===== config.mk =====
export PLATFORM = sky130hd
export DESIGN_NAME = uart_receiver
export DESIGN_NICKNAME = d
export VERILOG_FILES = /design/src/rtl/uart_receiver.sv
export SDC_FILE = /design/constraint.sdc
export NUM_CORES = 1
export LEC_CHECK = 0
export CAP_MARGIN = 15
export CORE_ASPECT_RATIO = 0.9
export CORE_MARGIN = 10
export CORE_UTILIZATION = 50
export DETAILED_ROUTE_END_ITERATION = 8
export GPL_TIMING_DRIVEN = 0
export HOLD_SLACK_MARGIN = 0.1
export PLACE_DENSITY = 0.68
export SYNTH_ARGS = -nofsm -noshare
export SYNTH_HDL_FRONTEND = slang
export SYNTH_SLANG_ARGS = --single-unit

===== constraint.sdc =====
create_clock -name clk -period 3.56 [get_ports clk]
set_input_delay 0.534 -clock clk [delete_from_list [all_inputs] [get_ports clk]]
set_output_delay 0.534 -clock clk [all_outputs]
set_load 0.02 [all_outputs]

===== src/rtl/uart_receiver.sv =====
// 8N1 UART receiver with mid-bit sampling and a one-cycle received strobe.
// Define UART_RX_PARITY_EN to accept 8E1 frames and report even-parity errors.
module uart_receiver #(
    parameter int CLK_RATE  = 100000000,
    parameter int BAUD_RATE = 9600
) (
    input  logic       clk,
    input  logic       rst_n,
    input  logic       rx,
    output logic [7:0] data,
    output logic       received,
    output logic       idle,
    output logic       frame_err,
    output logic       parity_err
);

    localparam int          BIT_TICKS  = CLK_RATE / BAUD_RATE;
    localparam int          HALF_TICKS = BIT_TICKS / 2;
    localparam logic [31:0] BIT_LAST   = 32'(BIT_TICKS - 1);
    localparam logic [31:0] HALF_LAST  = 32'(HALF_TICKS - 1);

    typedef enum logic [2:0] {
        S_IDLE      = 3'd0,
        S_START     = 3'd1,
        S_DATA      = 3'd2,
        S_PARITY    = 3'd3,
        S_STOP      = 3'd4,
        S_WAIT_HIGH = 3'd5
    } state_t;

`ifdef UART_RX_PARITY_EN
    // Even parity: data bits plus parity bit must XOR to zero.
    function automatic logic f_parity_err(input logic [7:0] d, input logic p);
        return ^{d, p};
    endfunction
`endif

    state_t      r_state;
    state_t      w_next_state;
    logic        w_sample;
    logic        r_sync1;
    logic        r_sync2;
    logic        w_rx_s;
    logic [31:0] r_counter;
    logic [7:0]  r_shift;
    logic [2:0]  r_bit_idx;
    logic [7:0]  r_data;
    logic        r_received;
    logic        r_idle;
    logic        r_frame_err;
    logic        r_parity_err;
`ifdef UART_RX_PARITY_EN
    logic        r_parity_bit;
`endif

    assign w_rx_s     = r_sync2;
    assign data       = r_data;
    assign received   = r_received;
    assign idle       = r_idle;
    assign frame_err  = r_frame_err;
    assign parity_err = r_parity_err;

    // Two-flop synchronizer for the asynchronous serial line.
    always_ff @(posedge clk or negedge rst_n) begin
        if (!rst_n) begin
            r_sync1 <= 1'b1;
            r_sync2 <= 1'b1;
        end else begin
            r_sync1 <= rx;
            r_sync2 <= r_sync1;
        end
    end

    // State register.
    always_ff @(posedge clk or negedge rst_n) begin
        if (!rst_n) begin
            r_state <= S_IDLE;
        end else begin
            r_state <= w_next_state;
        end
    end

    // Next-state logic; w_sample marks the edge on which the line is sampled.
    always_comb begin
        w_next_state = r_state;
        w_sample     = 1'b0;
        case (r_state)
            S_IDLE: begin
                if (!w_rx_s) begin
                    w_next_state = S_START;
                end else begin
                    w_next_state = S_IDLE;
                end
            end
            S_START: begin
                if (r_counter == HALF_LAST) begin
                    w_sample = 1'b1;
                    if (!w_rx_s) begin
                        w_next_state = S_DATA;
                    end else begin
                        w_next_state = S_IDLE;
                    end
                end else begin
                    w_next_state = S_START;
                end
            end
            S_DATA: begin
                if (r_counter == BIT_LAST) begin
                    w_sample = 1'b1;
                    if (r_bit_idx == 3'd7) begin
`ifdef UART_RX_PARITY_EN
                        w_next_state = S_PARITY;
`else
                        w_next_state = S_STOP;
`endif
                    end else begin
                        w_next_state = S_DATA;
                    end
                end else begin
                    w_next_state = S_DATA;
                end
            end
            S_PARITY: begin
`ifdef UART_RX_PARITY_EN
                if (r_counter == BIT_LAST) begin
                    w_sample     = 1'b1;
                    w_next_state = S_STOP;
                end else begin
                    w_next_state = S_PARITY;
                end
`else
                w_next_state = S_IDLE;
`endif
            end
            S_STOP: begin
                if (r_counter == BIT_LAST) begin
                    w_sample = 1'b1;
                    if (w_rx_s) begin
                        w_next_state = S_IDLE;
                    end else begin
                        w_next_state = S_WAIT_HIGH;
                    end
                end else begin
                    w_next_state = S_STOP;
                end
            end
            S_WAIT_HIGH: begin
                if (w_rx_s) begin
                    w_next_state = S_IDLE;
                end else begin
                    w_next_state = S_WAIT_HIGH;
                end
            end
            default: begin
                w_next_state = S_IDLE;
            end
        endcase
    end

    // Bit timer, shift register and registered outputs.
    always_ff @(posedge clk or negedge rst_n) begin
        if (!rst_n) begin
            r_counter    <= 32'd0;
            r_shift      <= 8'h00;
            r_bit_idx    <= 3'd0;
            r_data       <= 8'h00;
            r_received   <= 1'b0;
            r_idle       <= 1'b1;
            r_frame_err  <= 1'b0;
            r_parity_err <= 1'b0;
`ifdef UART_RX_PARITY_EN
            r_parity_bit <= 1'b0;
`endif
        end else begin
            r_received <= 1'b0;
            r_idle     <= (w_next_state == S_IDLE);

            if ((w_next_state != r_state) || w_sample) begin
                r_counter <= 32'd0;
            end else begin
                r_counter <= r_counter + 32'd1;
            end

            if (r_state == S_START && w_sample) begin
                r_bit_idx <= 3'd0;
            end else if (r_state == S_DATA && w_sample) begin
                r_shift   <= {w_rx_s, r_shift[7:1]};
                r_bit_idx <= r_bit_idx + 3'd1;
            end
`ifdef UART_RX_PARITY_EN
            if (r_state == S_PARITY && w_sample) begin
                r_parity_bit <= w_rx_s;
            end
`endif

            if (r_state == S_STOP && w_sample) begin
                r_data      <= r_shift;
                r_received  <= 1'b1;
                r_frame_err <= ~w_rx_s;
`ifdef UART_RX_PARITY_EN
                r_parity_err <= f_parity_err(r_shift, r_parity_bit);
`else
                r_parity_err <= 1'b0;
`endif
            end
        end
    end

endmodule


# Word level (Yosys, flattened, before mapping)
# Index checks and enable logic that the tools add are counted.
[classes] add_sub_neg=2 eq_ne=8 n_mux=15 bitwise_logic=2 reduce_logical=9
[ops] cell="adder 32 x 1 -> 32 bit, second input constant" count=1
[ops] cell="equality test 32 x 13 -> 1 bit, second input constant" count=1
[ops] cell="equality test 32 x 14 -> 1 bit, second input constant" count=1
[ops] cell="two-way mux 32 bit" count=1
[ops] cell="two-way mux 3 bit" count=7
[ops] cell="case mux 3 bit (5 select lines)" count=1
[ops] cell="equality test 3 bit, second input constant" count=3
[ops] cell="zero test 3 bit" count=2
[ops] cell="two-way mux 1 bit" count=4
[ops] cell="adder 3 x 1 -> 3 bit, second input constant" count=1
[ops] cell="equality test 3 x 1 -> 1 bit, second input constant" count=1
[ops] cell="equality test 3 x 2 -> 1 bit, second input constant" count=1
[ops] cell="logical AND 1 bit" count=3
[ops] cell="!= test 3 bit" count=1
[ops] cell="two-way mux 2 bit" count=1
[ops] cell="NOT 1 bit" count=2
[ops] cell="case mux 1 bit (2 select lines)" count=1
[ops] cell="AND reduction 2 bit" count=1
[ops] cell="nonzero test 2 bit" count=1
[ops] cell="OR reduction 2 bit" count=1
[ops] cell="logical OR 1 bit" count=1
[totals] regBits=59 in_bits=3 out_inout_bits=12 elab_cells=46

# Logic depth before layout (Yosys ltp)
[logic_depth] word_depth=7 depth_mapped=8 ltp_nobuf=6

# Worst setup path after synthesis
# OpenSTA, ideal clock, no wires.
[synth_timing] kind="reg-to-reg" startpoint="reg r_counter[19]" endpoint="reg r_bit_idx[2]" setup_time_ps=125 arrival_ps=2474 required_time_ps=3435 setup_slack_ps=961 path_stages_with_launch=8 path_buffers=2 period_less_slack_ps=2599 path_cell_list="dfrtp_1 -> or4_1 -> or4_1 -> buf_4 -> nor4_4 -> and2_4 -> buf_12 -> mux2_4"
[synth_between] elab_chain_len=5 elab_cells_between_ends=9 classes_between="eq/ne (2); mux (4); reduce/logical (3)"
[synth_rtl] element="start, declared" line="44" source="logic [31:0] r_counter;"
[synth_rtl] element="start signal, assigned" line="181" source="r_counter <= r_counter + 32'd1;"
[synth_rtl] element="equality test 32 x 14 -> 1 bit / equality test 32 x 13 -> 1 bit (equally long branches)" line="108, 136, 96"
[synth_rtl] element="two-way mux 1 bit, on equally long branches" line="108, 136, 96"
[synth_rtl] element="case mux 1 bit (2 select lines) (*)" line="87" source="case (r_state)"
[synth_rtl] element="logical AND 1 bit, on equally long branches" line="184, 186"
[synth_rtl] element="two-way mux 3 bit / nonzero test 2 bit (equally long branches)"
[synth_rtl] element="end signal, assigned" line="188" source="r_bit_idx <= r_bit_idx + 3'd1;"
[synth_rtl] element="end, declared" line="46" source="logic [2:0] r_bit_idx;"
# Every way passes the cells marked *; elsewhere a longest branch is shown, timed or not.
# A chain may end at the register's enable or synchronous reset.

# Worst setup path after layout
[layout_timing] startpoint="reg r_counter[19]" endpoint="reg r_data[4], in the netlist data[4]"
[layout_between] elab_chain_len=4 elab_cells_between_ends=6 classes_between="eq/ne (2); mux (3); reduce/logical (1)"
[layout_rtl] element="equality test 32 x 14 -> 1 bit / equality test 32 x 13 -> 1 bit (equally long branches)" line="108, 136, 96"
[layout_rtl] element="two-way mux 1 bit, on equally long branches" line="108, 136, 96"
[layout_rtl] element="case mux 1 bit (2 select lines) (*)" line="87"
[layout_rtl] element="logical AND 1 bit (*)" line="196" source="if (r_state == S_STOP && w_sample) begin"
[layout_rtl] element="end signal, assigned" line="197" source="r_data <= r_shift;"
[layout_rtl] element="end, declared" line="47" source="logic [7:0] r_data;"
# Marked as above.

==> impl_metrics.yaml <==
setup_path:
  max_stage_delay_ns: 0.58
  crit_slowest_cell: "or4_1"
  worstPathRequired_ns: 3.78
  r2r_setup_slack_ns: 0.74
  cp-start-kind: "register"
  cp-end-kind: "register"
  arrival_ns: 3.04
  critPathMostFrequentCell: "or4_1"
  crit_fanout: 9
  path_class: "reg2reg"
  crit_chain: "or4_1 > or4_1 > buf_4 > nor4_4 > and2_1 > buf_6 > mux2_1"
routing:
  drtIter0Drc: 117
  firstDrtPassIters: 5
  drt.antenna.violating_nets: 0
  via_per_inst: 5.85
  wl_um: 6590
  wl_per_cell_um: 17.1
  num_vias: 2257
  route.detailed.drc: 0
clock_network:
  cts_made_buffers: 9
  cts_resized: 0
  clock-sinks: 59
  clockRootBuffer: "clkbuf_8"
  postCtsSetupRepairBufs: 0
  clockBufferDepth: 2
  holdBufCountCts: 0
  cts_tree: "built"
  clkLatencyLatePin_ns: 0.34
  h-tree-depth: 3
  clk_pin_slew_ns: 0.07
run:
  drv_cap: 0
cells_and_area:
  regArea_um2: 1480
  fill_cells: 505
  design_area_um2: 3600
  multiInputGateArea_um2: 1500
  final_layout_size_suffix_gt1_share_pct: 16.2
  area_growth_pct: 15.2
  finish.net_count: 315
  instances_no_fill: 386
  n_antenna_cell: 0
  utilization_pct: 59.3
synthesis:
  syn_area_um2: 3130
  synthAdderAreaFrac_pct: 1.20
  synth_warnings: 0
  synth-xor-area-share_pct: 8.40
  synth_edf_count: 0
  synth-simple-area-share_pct: 26.7
  ys_ff_latch: 59
  syn_nets: 290
  synth_top_family_by_area: "simple AND/OR/NAND/NOR gates"
  synth_seq_area_share_pct: 47.3
  synthesis.instances: 284
  synthTopCellsByArea: "dfrtp_1, xnor2_1, nor3_1"
  synthArstFlopShare_pct: 100
  synth_compound_area_share_pct: 2.84
  syn_area_per_cell_um2: 11.0
  synth_area_leader_cell: "dfrtp_1"
  ys_types: 48
  synth-main-ff-cell: "dfrtp_1"
  synth_common_cells: "dfrtp_1, nor3_1, xnor2_1"
  synth_most_common_cell: "dfrtp_1"
  synth_top_area_share_pct: 44.8
  synthMuxAreaShare_pct: 8.56
timing:
  worst_pin_slew_ns: 0.595
  hold_violations: 0
  fmax_mhz: 355
  setup_viol: 0
  slew_violations: 0
  clock_skew_ns: 0.0102
  tns_ns: 0
  min_period_ns: 2.82
  finalCritPeriodShare_pct: 79.2
  slew-limit-headroom_pct: 60.3
  rsz0062_at_grt: "false"
pwr:
  p_leak_nw: 1.54
  p_per_area_nw_per_um2: 402
  vdd_drop_max_v: 0.000213
outcome:
  status: "completed"
placed_design:
  hpwl_um: 4460
  dpl_cell_area_um2: 3360
  routabilityCongestion: 0.821
  dp_cells: 370
  port_buffers: 13
die:
  ios: 15
  placeableCoreArea_um2: 6080
  die_h_um: 95.0
  die-area_um2: 9820
  start_util_pct: 51.4
  row_count: 27
  die_width_um: 103
grt:
  grt_pass1_wl_um: 11500
  antenna_found_initial: 0
  grt_pass1_vias: 2307
  overflow: 0
  track_usage_pct: 14.8
  grt_start_max_net_pins: 38
hold_path:
  hold_class: "in2async"
## layout make-up
class / instances / share of cell area, %
buffer: 18 / 3.47
clock buffer: 11 / 3.92
clock inverter: 5 / 2.78
inverter: 7 / 0.729
multi-input combinational: 200 / 41.5
sequential: 59 / 41.1
tap: 72 / 2.50
timing repair buffer: 14 / 4.03
## layout by cell type (no fill, tap or decap), types with 8 or more instances in the layout
master,netlist,final
clkdlybuf4s50_1,0,12
dfrtp_1,56,56
nor4_1,15,15
nand3_1,9,9
nand2_1,15,15
clkbuf_8,0,10
mux2_4,9,9
xnor2_1,26,26
clkbuf_1,8,9
mux2_1,8,8
nor3_1,38,38
## power by group
| group | total [mW] | internal (mW) | switching, mW |
|---|---|---|---|
| clock network | 0.755 | 0.482 | 0.272 |
| logic | 0.0199 | 0.00506 | 0.0149 |
| registers | 0.674 | 0.672 | 0.00145 |
## cells by family (layout without fill, tap and decap cells)
group,after synthesis,count (layout)
AO/OA/AOI/OAI,10,10
XOR/XNOR,30,30
multiplexers,21,21
flip-flops,59,59
AND/OR/NAND/NOR,135,135
adder cells (fa/ha/maj),3,3
other,1,1
buffers and inverters,25,55
## state kept, by name, summed over array words and instances, names as in the netlist
| register | cells |
|---|---|
| r_counter | 32 |
| data | 8 |
| r_shift | 8 |
| r_bit_idx | 3 |
| r_state | 3 |
| frame_err | 1 |
| idle | 1 |
| r_sync1 | 1 |
| r_sync2 | 1 |
| received | 1 |
## metal layers
metal / part of all wire, % / up-vias / GRT usage (%)
met3: 4.3 / 9 / 4.48
met4: 1.6 / 0 / 4.98
met1: 48 / 1113 / 19.9
met5: 0 / - / 0
li1: - / 1085 / -
met2: 46 / 50 / 22.3
## per-stage QoR
step	setup WS [ns]	hold slack [ns]	power (mW)
final	0.739	0.171	1.45
after global routing	0.569	0.198	1.49
after CTS	0.726	0.180	1.46
after detailed placement	0.739	0.347	0.707
after global placement	0.0759	0.347	0.705
after floorplan	0.961	0.238	0.689
## critical path: cells and delay by family (launching register included)
kind	cells	cell delay (ns)
buffers and inverters	2	0.34
AND/OR/NAND/NOR	4	1.59
flip-flops	1	0.43
multiplexers	1	0.33
## worst paths after layout
check | cells after the start | from | to
worst max register to register | 7 | r_counter[19] | data[4]
worst max-delay path | 7 | r_counter[19] | data[4]
worst min register to register | 0 | r_sync1 | r_sync2
min in group clk | 0 | r_sync1 | r_sync2
worst min-delay path | 1 | rst_n | r_state[0]
max in group asynchronous | 2 | rst_n | r_sync2
(Power assumes the default switching activity.)
